<file path="config.mk">
export PLATFORM = sky130hd
export DESIGN_NAME = sdram_ctrlmod
export DESIGN_NICKNAME = d
export VERILOG_FILES = /design/src/rtl/sdram_pkg.sv /design/src/rtl/sdram_reftimer.sv /design/src/rtl/sdram_ctrlmod.sv
export SDC_FILE = /design/constraint.sdc
export NUM_CORES = 1
export LEC_CHECK = 0
export ABC_AREA = 1
export BUFFER_PORTS_ARGS = -buffer_cell sky130_fd_sc_hd__buf_2
export CAP_MARGIN = 20
export CORE_MARGIN = 1
export CORE_UTILIZATION = 30
export CTS_CLUSTER_SIZE = 40
export DETAILED_ROUTE_END_ITERATION = 10
export PLACE_DENSITY_LB_ADDON = 0.08
export SLEW_MARGIN = 20
export SYNTH_ARGS = -nofsm -noshare
export SYNTH_HDL_FRONTEND = slang
export SYNTH_SLANG_ARGS = --single-unit
</file>
<file path="constraint.sdc">
create_clock -name CLOCK -period 2.5 [get_ports CLOCK]
set_input_delay 0.25 -clock CLOCK [delete_from_list [all_inputs] [get_ports CLOCK]]
set_output_delay 0.25 -clock CLOCK [all_outputs]
set_load 0.01 [all_outputs]
</file>
<file path="src/rtl/sdram_pkg.sv">
// Shared types and constants for the SDRAM controller slice.
package sdram_pkg;

  localparam int unsigned W_CALL     = 4;
  localparam int unsigned W_REF      = 14;
  localparam int unsigned W_ADDR_DEF = 24;
  localparam int unsigned W_DATA_DEF = 16;

  localparam logic [W_REF-1:0] TREF_DEF = 14'd1040;

  // One-hot calls to the function module
  localparam logic [W_CALL-1:0] CALL_NONE = 4'b0000;
  localparam logic [W_CALL-1:0] CALL_WR   = 4'b1000;
  localparam logic [W_CALL-1:0] CALL_RD   = 4'b0100;
  localparam logic [W_CALL-1:0] CALL_REF  = 4'b0010;
  localparam logic [W_CALL-1:0] CALL_INIT = 4'b0001;

  // User address layout: bank / row / column
  localparam int unsigned BANK_MSB = 23;
  localparam int unsigned BANK_LSB = 22;
  localparam int unsigned ROW_MSB  = 21;
  localparam int unsigned ROW_LSB  = 9;
  localparam int unsigned COL_MSB  = 8;
  localparam int unsigned COL_LSB  = 0;

  typedef enum logic [2:0] {
    ST_INIT    = 3'd0,
    ST_IDLE    = 3'd1,
    ST_WRITE   = 3'd2,
    ST_READ    = 3'd3,
    ST_REFRESH = 3'd4,
    ST_DONE    = 3'd5
  } state_e;

endpackage

</file>
<file path="src/rtl/sdram_reftimer.sv">
// Auto-refresh interval timer with a sticky, saturating pending flag.
module sdram_reftimer
  import sdram_pkg::*;
#(
  parameter logic [W_REF-1:0] TREF = TREF_DEF
) (
  input  logic CLOCK,
  input  logic RESET,
  input  logic iEn,
  input  logic iClr,
  output logic oPend
);

  logic [W_REF-1:0] cnt_q, cnt_d;
  logic             pend_q, pend_d;
  logic             wrap_c;

  assign wrap_c = iEn && (cnt_q == TREF - W_REF'(1));

  // Next counter value and pending flag; a wrap wins over a clear
  always_comb begin
    cnt_d  = cnt_q;
    pend_d = pend_q;
    if (!iEn) begin
      cnt_d = '0;
    end else if (wrap_c) begin
      cnt_d = '0;
    end else begin
      cnt_d = cnt_q + W_REF'(1);
    end
    if (wrap_c) begin
      pend_d = 1'b1;
    end else if (iClr) begin
      pend_d = 1'b0;
    end
  end

  // Timer state registers
  always_ff @(posedge CLOCK or negedge RESET) begin
    if (!RESET) begin
      cnt_q  <= '0;
      pend_q <= 1'b0;
    end else begin
      cnt_q  <= cnt_d;
      pend_q <= pend_d;
    end
  end

  assign oPend = pend_q;

endmodule

</file>
<file path="src/rtl/sdram_ctrlmod.sv">
// Sequencer in front of sdram_funcmod: init, refresh scheduling, and
// write/read arbitration with a level-call / one-cycle-done handshake.
module sdram_ctrlmod
  import sdram_pkg::*;
#(
  parameter logic [W_REF-1:0] TREF   = TREF_DEF,
  parameter int unsigned      W_ADDR = W_ADDR_DEF,
  parameter int unsigned      W_DATA = W_DATA_DEF
) (
  input  logic              CLOCK,
  input  logic              RESET,
  input  logic [1:0]        iCall,
  output logic              oDone,
  output logic              oReady,
  input  logic [W_ADDR-1:0] iAddr,
  input  logic [W_DATA-1:0] iData,
  output logic [W_DATA-1:0] oData,
  output logic [W_CALL-1:0] oFCall,
  input  logic              iFDone,
  output logic [W_ADDR-1:0] oFAddr,
  output logic [W_DATA-1:0] oFData,
  input  logic [W_DATA-1:0] iFData
);

  state_e            state_q, state_d;
  logic [W_CALL-1:0] fcall_q, fcall_d;
  logic              done_q, done_d;
  logic              ready_q, ready_d;
  logic [W_DATA-1:0] data_q, data_d;
  logic [W_ADDR-1:0] faddr_q, faddr_d;
  logic [W_DATA-1:0] fdata_q, fdata_d;
  logic              ref_en_c;
  logic              ref_clr_c;
  logic              ref_pend;

  // Timer runs only once init has finished
  assign ref_en_c = (state_q != ST_INIT);

  sdram_reftimer #(
    .TREF (TREF)
  ) u_reftimer (
    .CLOCK (CLOCK),
    .RESET (RESET),
    .iEn   (ref_en_c),
    .iClr  (ref_clr_c),
    .oPend (ref_pend)
  );

  // Next-state and output decode
  always_comb begin
    state_d   = state_q;
    fcall_d   = fcall_q;
    data_d    = data_q;
    faddr_d   = faddr_q;
    fdata_d   = fdata_q;
    ref_clr_c = 1'b0;
    case (state_q)
      ST_INIT: begin
        fcall_d = CALL_INIT;
        // Ignore a done that arrives before the init call is actually out
        if (iFDone && (fcall_q == CALL_INIT)) begin
          fcall_d = CALL_NONE;
          state_d = ST_IDLE;
        end
      end
      ST_IDLE: begin
        if (ref_pend) begin
          fcall_d   = CALL_REF;
          ref_clr_c = 1'b1;
          state_d   = ST_REFRESH;
        end else if (iCall[1]) begin
          faddr_d = iAddr;
          fdata_d = iData;
          fcall_d = CALL_WR;
          state_d = ST_WRITE;
        end else if (iCall[0]) begin
          faddr_d = iAddr;
          fcall_d = CALL_RD;
          state_d = ST_READ;
        end
      end
      ST_WRITE: begin
        if (iFDone) begin
          fcall_d = CALL_NONE;
          state_d = ST_DONE;
        end
      end
      ST_READ: begin
        if (iFDone) begin
          fcall_d = CALL_NONE;
          data_d  = iFData;
          state_d = ST_DONE;
        end
      end
      ST_REFRESH: begin
        if (iFDone) begin
          fcall_d = CALL_NONE;
          state_d = ST_IDLE;
        end
      end
      ST_DONE: begin
        state_d = ST_IDLE;
      end
      default: begin
        fcall_d = CALL_NONE;
        state_d = ST_INIT;
      end
    endcase
    // Registered decodes so oDone/oReady line up with the state they describe
    done_d  = (state_d == ST_DONE);
    ready_d = (state_d == ST_IDLE);
  end

  // State and output registers
  always_ff @(posedge CLOCK or negedge RESET) begin
    if (!RESET) begin
      state_q <= ST_INIT;
      fcall_q <= CALL_NONE;
      done_q  <= 1'b0;
      ready_q <= 1'b0;
      data_q  <= '0;
      faddr_q <= '0;
      fdata_q <= '0;
    end else begin
      state_q <= state_d;
      fcall_q <= fcall_d;
      done_q  <= done_d;
      ready_q <= ready_d;
      data_q  <= data_d;
      faddr_q <= faddr_d;
      fdata_q <= fdata_d;
    end
  end

  assign oFCall = fcall_q;
  assign oDone  = done_q;
  assign oReady = ready_q;
  assign oData  = data_q;
  assign oFAddr = faddr_q;
  assign oFData = fdata_q;

endmodule

</file>
==> reports/qor.yml, run 1 <==
h-tree-depth: 3
clock_path_buffers: 2
antenna_found_initial: 0
power_frac_comb: 0.360
routed_wl_mm: 8.601
yosys_most_used_dff: "dfrtp_1"
grt_usage: 0.1540
swShare: 0.3768
yosysTopAreaCell: "dfrtp_1"
critical_path.max_stage_delay_ns: 0.42
startpoint_type: "flop"
power_leakage_nw: 2.514
numCtsBuffers: 9
synth_top_area_frac: 0.5782
via_per_inst: 4.441
max-cap-violations: 0
crit_chain: "nor2_2 > nand2_2 > nor2_8 > nand2_2 > nand2_1 > nand2_1"
clk_pin_slew_ns: 0.06
p_int_mw: 3.189
yosysWarningCount: 0
nNetsFinal: 595
rsz0062_at_grt: "no"
slew_viol_final: 0
antenna_left: 0
worst_pin_slew_ns: 0.5332
ys_ff_latch: 80
reg2reg_slack_ns: 0.84
dp_hpwl_mm: 5.991
fin_crit_ns: 1.664
drive_gt1_frac: 0.2751
yosysMostFrequentCell: "nand2_1"
start_util: 0.3139
hold_viol_final: 0
clk_latency_ns: 0.33
netlist_top_cells_count: "nand2_1, dfrtp_1, nand3_1, inv_1, nor2_1"
first_pass_iters: 4
synth_area_leaders: "dfrtp_1, nand2_1, nand3_1"
critPathKind: "reg2reg"
drc: 0
placementRows: 38
cts_setup_buffers: 0
synth-async-reset-ratio: 1.000
grt_start_max_net_pins: 50
worst_clock_skew_ns: 0.005287
syn_inst: 410
power_mw: 5.117
die_y_um: 109.4
areaGrowthSynthToFinish_pct: 29.74
fin_cells: 678
utilization: 0.4072
slew_headroom: 0.6437
root_buffer: "clkbuf_16"
yosysUniqueCellTypes: 23
wire_per_inst_um: 12.69
die-area_sq_um: 11970
antennaDiodeCount: 0
busiest_layer: "met2"
cts_tree: "built"
die_w_um: 109.4
p_sw_mw: 1.928
io_pins: 123
grtUsageMet1: 0.1961
worstPathArrival_ns: 1.88
syn_avg_cell_area_sq_um: 8.444
portBuffers: 122
setup_viol: 0
hold_path.class: "in2reg"
grt_overflow_total: 0
syn-num-nets: 472
cts_hold_buf: 1
worst_path_max_delay_cell: "dfrtp_1"
pwr-share-clk: 0.232
dp.cells: 661
worstPathMaxFanout: 24
drt_iter0_drc: 140
holdWs_ns: 0.1462
worstSetupEndpointType: "flop"
gr-usage-met3: 0.05928
status: "completed"
coreArea_sq_um: 11030
syn_area_sq_um: 3462
place.gp.congestion: 0.7770
seqPwrFrac: 0.408
ir_worst_vdd_mv: 0.4719
p_per_area_nw_per_um2: 1139
cts_resized: 0
vias: 3011
synth_edf_count: 0
min_period_over_period: 0.6656
ys_seq_area_frac: 0.5782
fmax_mhz: 600.9
grt_first_pass_wirelength_mm: 14.05
fin_tns_setup_ns: 0
grtUsageMet2: 0.2394
cts.sinks: 80
grt_pass1_vias: 2943
required_ns: 2.72
==> state kept, by name, summed over array words and instances (netlist names) <==
signal	count
u_reftimer.oPend	1
u_reftimer.cnt_q	14
oFData	16
state_q	3
oFCall	4
oDone	1
oData	16
oFAddr	24
oReady	1
==> power by group through the flow <==
stage / registers, mW / clock network, mW / logic (mW)
global placement: 2.10 / 0 / 1.86
finish: 2.09 / 1.19 / 1.84
floorplan: 2.30 / 0 / 0.905
CTS: 2.09 / 1.24 / 1.89
global route: 2.16 / 1.28 / 2.13
detailed placement: 2.10 / 0 / 1.89
==> worst max-delay path, delay by kind of cell, from the launching register on <==
family | cells | cell delay (ns)
and+or+nand+nor | 6 | 1.12
DFF | 1 | 0.42
==> routing by layer <==
metal / up-vias / routed length, um
met5: - / 0
met4: 0 / 92
met3: 9 / 648
met2: 87 / 3800
met1: 1368 / 4060
li1: 1547 / -
==> cells by family (layout without fill, tap and decap cells) <==
family,after synthesis,after routing,synth area share
compound gates,11,11,0.01735
xor+xnor,5,5,0.01265
simple gates,270,270,0.3343
buf+inv,43,171,0.05385
flops,80,80,0.5782
fa+ha+maj,1,1,0.003613
==> through the flow <==
stage	setup slack (ns)	area, sq um
after global placement	0.7948	4215
after global routing	0.6263	4492
final	0.8359	4492
after CTS	0.8194	4492
after floorplan	1.217	3462
after detailed placement	0.7371	4215
==> final cells by class <==
class / count / area, sq um
clock buffers: 12 / 246.5
clock inverters: 4 / 20.02
fillers: 1152 / 6539
inverters: 27 / 101.3
multi-input cells: 287 / 1274
flip-flops and latches: 80 / 2002
well taps: 140 / 175.2
repair buffers: 128 / 673.1
==> final timing paths <==
| kind | from | to | cells after the start |
|---|---|---|---|
| worst min register to register | oData[3]$_DFFE_PN0P_ | oData[3]$_DFFE_PN0P_ | 2 |
| min in group asynchronous | RESET | u_reftimer.cnt_q[7]$_DFF_PN0_ | 2 |
| worst max-delay path | state_q[2]$_DFF_PN0_ | oFAddr[11]$_DFFE_PN0P_ | 6 |
| worst max register to register | state_q[2]$_DFF_PN0_ | oFAddr[11]$_DFFE_PN0P_ | 6 |
| worst min-delay path | iData[15] | oFData[15]$_DFFE_PN0P_ | 3 |
| max in group asynchronous | RESET | oFData[9]$_DFFE_PN0P_ | 3 |
==> cells in the final DEF, fill, tap and decap left out, drive strengths merged, types with 2 or more instances in the layout <==
| cell type | Yosys | final |
|---|---|---|
| nand2 | 160 | 160 |
| buf | 14 | 127 |
| dfrtp | 80 | 80 |
| nand3 | 69 | 69 |
| nor2 | 28 | 28 |
| inv | 27 | 27 |
| clkbuf | 2 | 12 |
| nand4 | 7 | 7 |
| o21ai | 5 | 5 |
| a21oi | 4 | 4 |
| xor2 | 4 | 4 |
| clkinv | 0 | 4 |
| nor3 | 3 | 3 |
| nand3b | 2 | 2 |
No activity file was read; power rests on OpenSTA's default activity.
==> run 2: changes to the inputs <==
==> constraint.sdc (replaced) <==
create_clock -name CLOCK -period 1.54 [get_ports CLOCK]
set_input_delay 0.154 -clock CLOCK [delete_from_list [all_inputs] [get_ports CLOCK]]
set_output_delay 0.154 -clock CLOCK [all_outputs]
set_load 0.01 [all_outputs]
==> reports/qor.yml, run 2 (synthesized netlist as in run 1, its figures left out) <==
grt_start_max_net_pins: 81  # +62%
pwr-share-clk: 0.245  # +0.013
layout_commonest_cell: "nand2_1"
cts.sinks: 80  # unchanged
critPathMostFrequentCell: "nand2_1"
worstSetupEndpointType: "flop"
final_cell_mix: "nand2_1, buf_2, dfrtp_1"
die_w_um: 109.4  # unchanged
numCtsBuffers: 9  # unchanged
grt_overflow_total: 0  # unchanged
drt_iter0_drc: 147  # +5.0%
die-area_sq_um: 11970  # unchanged
antenna_found_initial: 0  # unchanged
holdWs_ns: 0.05037  # -0.09582 ns
clk_latency_ns: 0.33  # about the same
utilization: 0.4149  # +0.007713
hold_path.class: "in2reg"
wl_met3_um: 635  # -2.0%
root_buffer: "clkbuf_16"
setup_viol: 0  # unchanged
clk_pin_slew_ns: 0.06  # about the same
start_util: 0.3139  # unchanged
worst_clock_skew_ns: 0.005446  # +0.0001592 ns
drc: 0  # unchanged
die_y_um: 109.4  # unchanged
largest_reg_flops: 24  # unchanged
max-cap-violations: 0  # unchanged
required_ns: 1.80  # -0.92 ns
fin_crit_ns: 1.422  # -0.2423 ns
top_layer_used: "met4"
hold_viol_final: 0  # unchanged
via_per_inst: 4.522  # +1.8%
cts_tree: "built"
first_pass_iters: 4  # unchanged
power_mw: 8.559  # +67%
critical_path.max_stage_delay_ns: 0.45  # +0.03 ns
coreArea_sq_um: 11030  # unchanged
met2_length_mm: 3.867  # +1.8%
drive_gt1_frac: 0.2841  # +0.009040
routed_wl_mm: 8.705  # +1.2%
p_sw_mw: 3.163  # +64%
worst_pin_slew_ns: 0.4336  # -0.09959 ns
worstPathArrival_ns: 1.68  # -0.20 ns
io_pins: 123  # unchanged
drt-met1-wl_mm: 4.095  # +0.86%
dp_hpwl_mm: 5.941  # -0.83%
grt_first_pass_wirelength_mm: 13.95  # -0.69%
critPathKind: "reg2reg"
wire_per_inst_um: 12.76  # +0.62%
swShare: 0.3695  # -0.007251
grt_usage: 0.1535  # -0.0005784
slew_viol_final: 0  # unchanged
crit_chain: "nor2_4 > nand2_2 > nor2_8 > buf_6 > nand3_1 > nand2_1 > nand2_1 > nand2_1"
p_int_mw: 5.396  # +69%
ir_worst_vdd_mv: 0.9150  # +94%
cts_setup_buffers: 0  # unchanged
p_per_area_nw_per_um2: 1870  # +64%
clock_path_buffers: 2  # unchanged
nNetsFinal: 600  # +0.84%
place.gp.congestion: 0.7709  # -0.79%
worstPathMaxFanout: 14  # -42%
areaGrowthSynthToFinish_pct: 32.20
h-tree-depth: 3  # unchanged
grt_pass1_vias: 2835  # -3.7%
seqPwrFrac: 0.398  # -0.010
slew_headroom: 0.7110  # +0.06726
antennaDiodeCount: 0  # unchanged
power_frac_comb: 0.357  # -0.003
portBuffers: 122  # unchanged
placementRows: 38  # unchanged
vias: 3084  # +2.4%
power_leakage_nw: 2.550  # +1.4%
startpoint_type: "flop"
antenna_left: 0  # unchanged
fmax_mhz: 703.3  # +17%
status: "completed"
worst_path_max_delay_cell: "dfrtp_1"
min_period_over_period: 0.9232  # +0.2576
-- run 2: cell types whose count changed in the layout (fill, tap and decap cells not counted) --
cell | before | now
buf_6 | 0 | 2
nor2_4 | 0 | 1
nand2_4 | 0 | 1
nand3_1 | 69 | 68
buf_4 | 5 | 8
nor2_2 | 1 | 0
clkinv_2 | 4 | 1
nand2_1 | 157 | 156
clkinvlp_4 | 0 | 1
nand3_2 | 0 | 1
bufinv_16 | 0 | 1
-- run 2: layout make-up --
| cell class | instances | area [sq um] |
|---|---|---|
| Clock inverter | 3 | 42.54 |
| Clock buffer | 12 | 246.5 |
| Inverter | 27 | 101.3 |
| Multi-Input combinational cell | 287 | 1291 |
| Tap cell | 140 | 175.2 |
| Sequential cell | 80 | 2002 |
| Timing Repair Buffer | 133 | 718.2 |
| Fill cell | 1173 | 6454 |
-- run 2: final timing paths --
check / from / to / slack, ns / cells after the start
min reg2reg: oData[10]$_DFFE_PN0P_ / oData[10]$_DFFE_PN0P_ / 0.46 / 2
min: iAddr[10] / oFAddr[10]$_DFFE_PN0P_ / 0.05 / 3
max: state_q[2]$_DFF_PN0_ / oFCall[3]$_DFFE_PN0P_ / 0.12 / 8
max in group asynchronous: RESET / oFData[5]$_DFFE_PN0P_ / 0.79 / 3
min in group asynchronous: RESET / u_reftimer.cnt_q[13]$_DFF_PN0_ / 0.42 / 3
max reg2reg: state_q[2]$_DFF_PN0_ / oFCall[3]$_DFFE_PN0P_ / 0.12 / 8
-- run 2: what timing repair did --
action | CTS | global route
hold buffers | 1 | 0
gates resized for setup | 0 | 6
setup endpoints to repair | 0 | 47
hold endpoints to repair | 80 | 0
-- run 2: stage by stage --
step                  TNS [ns]  area, sq um  setup slack (ns)  instances
floorplan                    0         3462            0.2572        410
global placement             0         4253           0.09474        666
detailed placement           0         4253           0.03280        666
CTS                          0         4552           0.02982        682
global route        -0.0001503         4577        -0.0001503        682
finish                       0         4577            0.1182        682
-- run 2: power groups by stage --
stage	clock network [mW]	logic, mW	registers (mW)
detailed placement	0	3.09	3.42
CTS	2.16	3.08	3.41
global placement	0	3.06	3.41
finish	2.10	3.05	3.41
global route	2.25	3.51	3.52
floorplan	0	1.47	3.73
-- run 2: metal layers --
layer | vias up | track usage
li1 | 1556 | -
met1 | 1420 | 0.1982
met4 | 0 | 0.05143
met3 | 9 | 0.05750
met2 | 99 | 0.2363
met5 | - | 0
-- run 2: worst max-delay path: cells and delay by family (launching register included) --
family        cells  cell delay, ns
buf+inv           1            0.17
flops             1            0.45
simple gates      7            0.73
==> run 3: changes to the inputs <==
--- a/config.mk
+++ b/config.mk
@@ -8,10 +8,11 @@
 export ABC_AREA = 1
 export BUFFER_PORTS_ARGS = -buffer_cell sky130_fd_sc_hd__buf_2
 export CAP_MARGIN = 20
-export CORE_MARGIN = 1
-export CORE_UTILIZATION = 30
+export CORE_MARGIN = 8
+export CORE_UTILIZATION = 50
 export CTS_CLUSTER_SIZE = 40
 export DETAILED_ROUTE_END_ITERATION = 10
+export GPL_TIMING_DRIVEN = 0
 export PLACE_DENSITY_LB_ADDON = 0.08
 export SLEW_MARGIN = 20
 export SYNTH_ARGS = -nofsm -noshare
==> reports/qor.yml, run 3 (synthesized netlist as in run 1, its figures left out) <==
status: "completed"
critPathKind: "reg2reg"
drc: 0  # unchanged
layout_setup_ws_ns: 0.09994  # -0.01827 ns
fillers: 625  # -47%
r2r_cells: 7  # -1
worstSetupEndpointType: "flop"
grt_start_max_net_pins: 56  # -31%
grt_usage: 0.1811  # +0.02769
p_per_area_nw_per_um2: 1830  # -2.1%
clk_latency_ns: 0.34  # about the same
utilization: 0.6578  # +0.2429
grt_overflow_total: 0  # unchanged
vias: 3062  # -0.71%
final_cell_mix: "nand2_1, buf_2, dfrtp_1"
wl_met3_um: 688  # +8.3%
drt_iter0_drc: 160  # +8.8%
hold_viol_final: 0  # unchanged
required_ns: 1.77  # -0.03 ns
largest_reg_flops: 24  # unchanged
power_leakage_nw: 2.535  # -0.61%
postPlaceCellArea_sq_um: 4198  # -1.3%
hold_path_depth: 3  # unchanged
slew_viol_final: 0  # unchanged
areaGrowthSynthToFinish_pct: 28.37
fmax_mhz: 694.4  # -1.3%
die-area_sq_um: 9843  # -18%
worstPathArrival_ns: 1.67  # about the same
r2r_end: "oFAddr[23]$_DFFE_PN0P_"
dp_hpwl_mm: 6.396  # +7.6%
reg2reg_slack_ns: 0.1  # -0.02 ns
cts_tree: "built"
startpoint_type: "flop"
critical_path.max_stage_delay_ns: 0.45  # about the same
drive_gt1_frac: 0.2951  # +0.01095
place.gp.congestion: 0.8594  # +11%
met2_length_mm: 4.017  # +3.9%
max-cap-violations: 0  # unchanged
cts.sinks: 80  # unchanged
slew_headroom: 0.7261  # +0.01512
h-tree-depth: 3  # unchanged
via_per_inst: 4.868  # +7.7%
grt_first_pass_wirelength_mm: 14.54  # +4.2%
nNetsFinal: 608  # +1.3%
die_y_um: 99.21  # -9.3%
io_pins: 123  # unchanged
fin_area_sq_um: 4444  # -2.9%
antennaDiodeCount: 0  # unchanged
worst_path_max_delay_cell: "dfrtp_2"
routed_wl_mm: 8.667  # -0.44%
antenna_left: 0  # unchanged
ir_worst_vdd_mv: 0.9989  # +9.2%
first_pass_iters: 4  # unchanged
die_w_um: 99.21  # -9.3%
worst_clock_skew_ns: 0.004943  # -0.0005026 ns
setup_viol: 0  # unchanged
drt-met1-wl_mm: 3.850  # -6.0%
coreArea_sq_um: 6756  # -39%
crit_chain: "nor2_4 > nand2_2 > nor2_8 > nand2_2 > buf_4 > nand2_1 > nand2_1"
hold_path.class: "in2reg"
top_layer_used: "met4"
r2r_start: "state_q[2]$_DFF_PN0_"
worstHoldEndpoint: "oFAddr[12]$_DFFE_PN0P_"
worstPathMaxFanout: 10  # -4
placementRows: 30  # -21%
fin_crit_ns: 1.440  # +0.01827 ns
grt_pass1_vias: 3110  # +9.7%
dpl_worst_slack_ns: 0.05452  # +0.02172 ns
layout_commonest_cell: "nand2_1"
clk_pin_slew_ns: 0.08  # +0.02 ns
numCtsBuffers: 9  # unchanged
clock_path_buffers: 2  # unchanged
root_buffer: "clkbuf_8"
worst_pin_slew_ns: 0.4109  # -0.02269 ns
portBuffers: 121  # -0.82%
start_util: 0.5124  # +0.1985
wire_per_inst_um: 13.78  # +8.0%
min_from: "iAddr[12]"
min_period_over_period: 0.9351  # +0.01186
holdWs_ns: 0.03346  # -0.01691 ns
antenna_found_initial: 0  # unchanged
[run 3: worst max path at each step]
stage	startpoint	end	slack [ns]	cells after the start
finish	state_q[2]$_DFF_PN0_	oFAddr[23]$_DFFE_PN0P_	0.1	7
global placement	RESET	oFData[13]$_DFFE_PN0P_	-0.30	1
global route	state_q[2]$_DFF_PN0_	oFAddr[7]$_DFFE_PN0P_	-0.02	7
detailed placement	state_q[2]$_DFF_PN0_	oFData[6]$_DFFE_PN0P_	0.05	7
floorplan	state_q[2]$_DFF_PN0_	oFData[10]$_DFFE_PN0P_	0.26	7
CTS	state_q[2]$_DFF_PN0_	oFData[8]$_DFFE_PN0P_	0.04	7
[run 3: area by class of cell]
type                            count  area [sq um]  area share
Buffer                             16         93.84     0.02111
Clock buffer                       11         151.4     0.03407
Clock inverter                      3         42.54    0.009572
Inverter                           27         101.3     0.02280
Multi-Input combinational cell    287          1291      0.2905
Sequential cell                    80          2003      0.4507
Tap cell                           80         100.1     0.02252
Timing Repair Buffer              125         660.6      0.1486
[run 3: worst max-delay path: cells and delay by family (launching register included)]
kind / cells / cell delay, ns
and+or+nand+nor: 6 / 0.69
DFF: 1 / 0.45
buffers and inverters: 1 / 0.20
[run 3: stage by stage]
stage                     setup TNS [ns]  power, mW  cells
final                                  0      8.134    629
after detailed placement               0      6.552    612
after CTS                              0      8.123    627
after global placement            -23.71      6.463    611
after global routing            -0.04453      8.758    629
after floorplan                        0      5.204    410
[run 3: repair_timing]
item | CTS | global route
setup endpoints to repair | 0 | 31
resized for setup | 0 | 12
hold buffers | 1 | 0
hold endpoints to repair | 25 | 0
buffers inserted | 0 | 2
[run 3: where the power goes]
part | switching, mW | internal (mW)
Sequential | 0.440 | 2.92
Clock | 0.738 | 0.818
Combinational | 1.96 | 1.26
[run 3: routing by layer]
layer | GRT usage | up-vias
met5 | 0 | -
met4 | 0.07451 | 0
met3 | 0.06913 | 9
met2 | 0.2800 | 84
met1 | 0.2221 | 1395
li1 | - | 1574
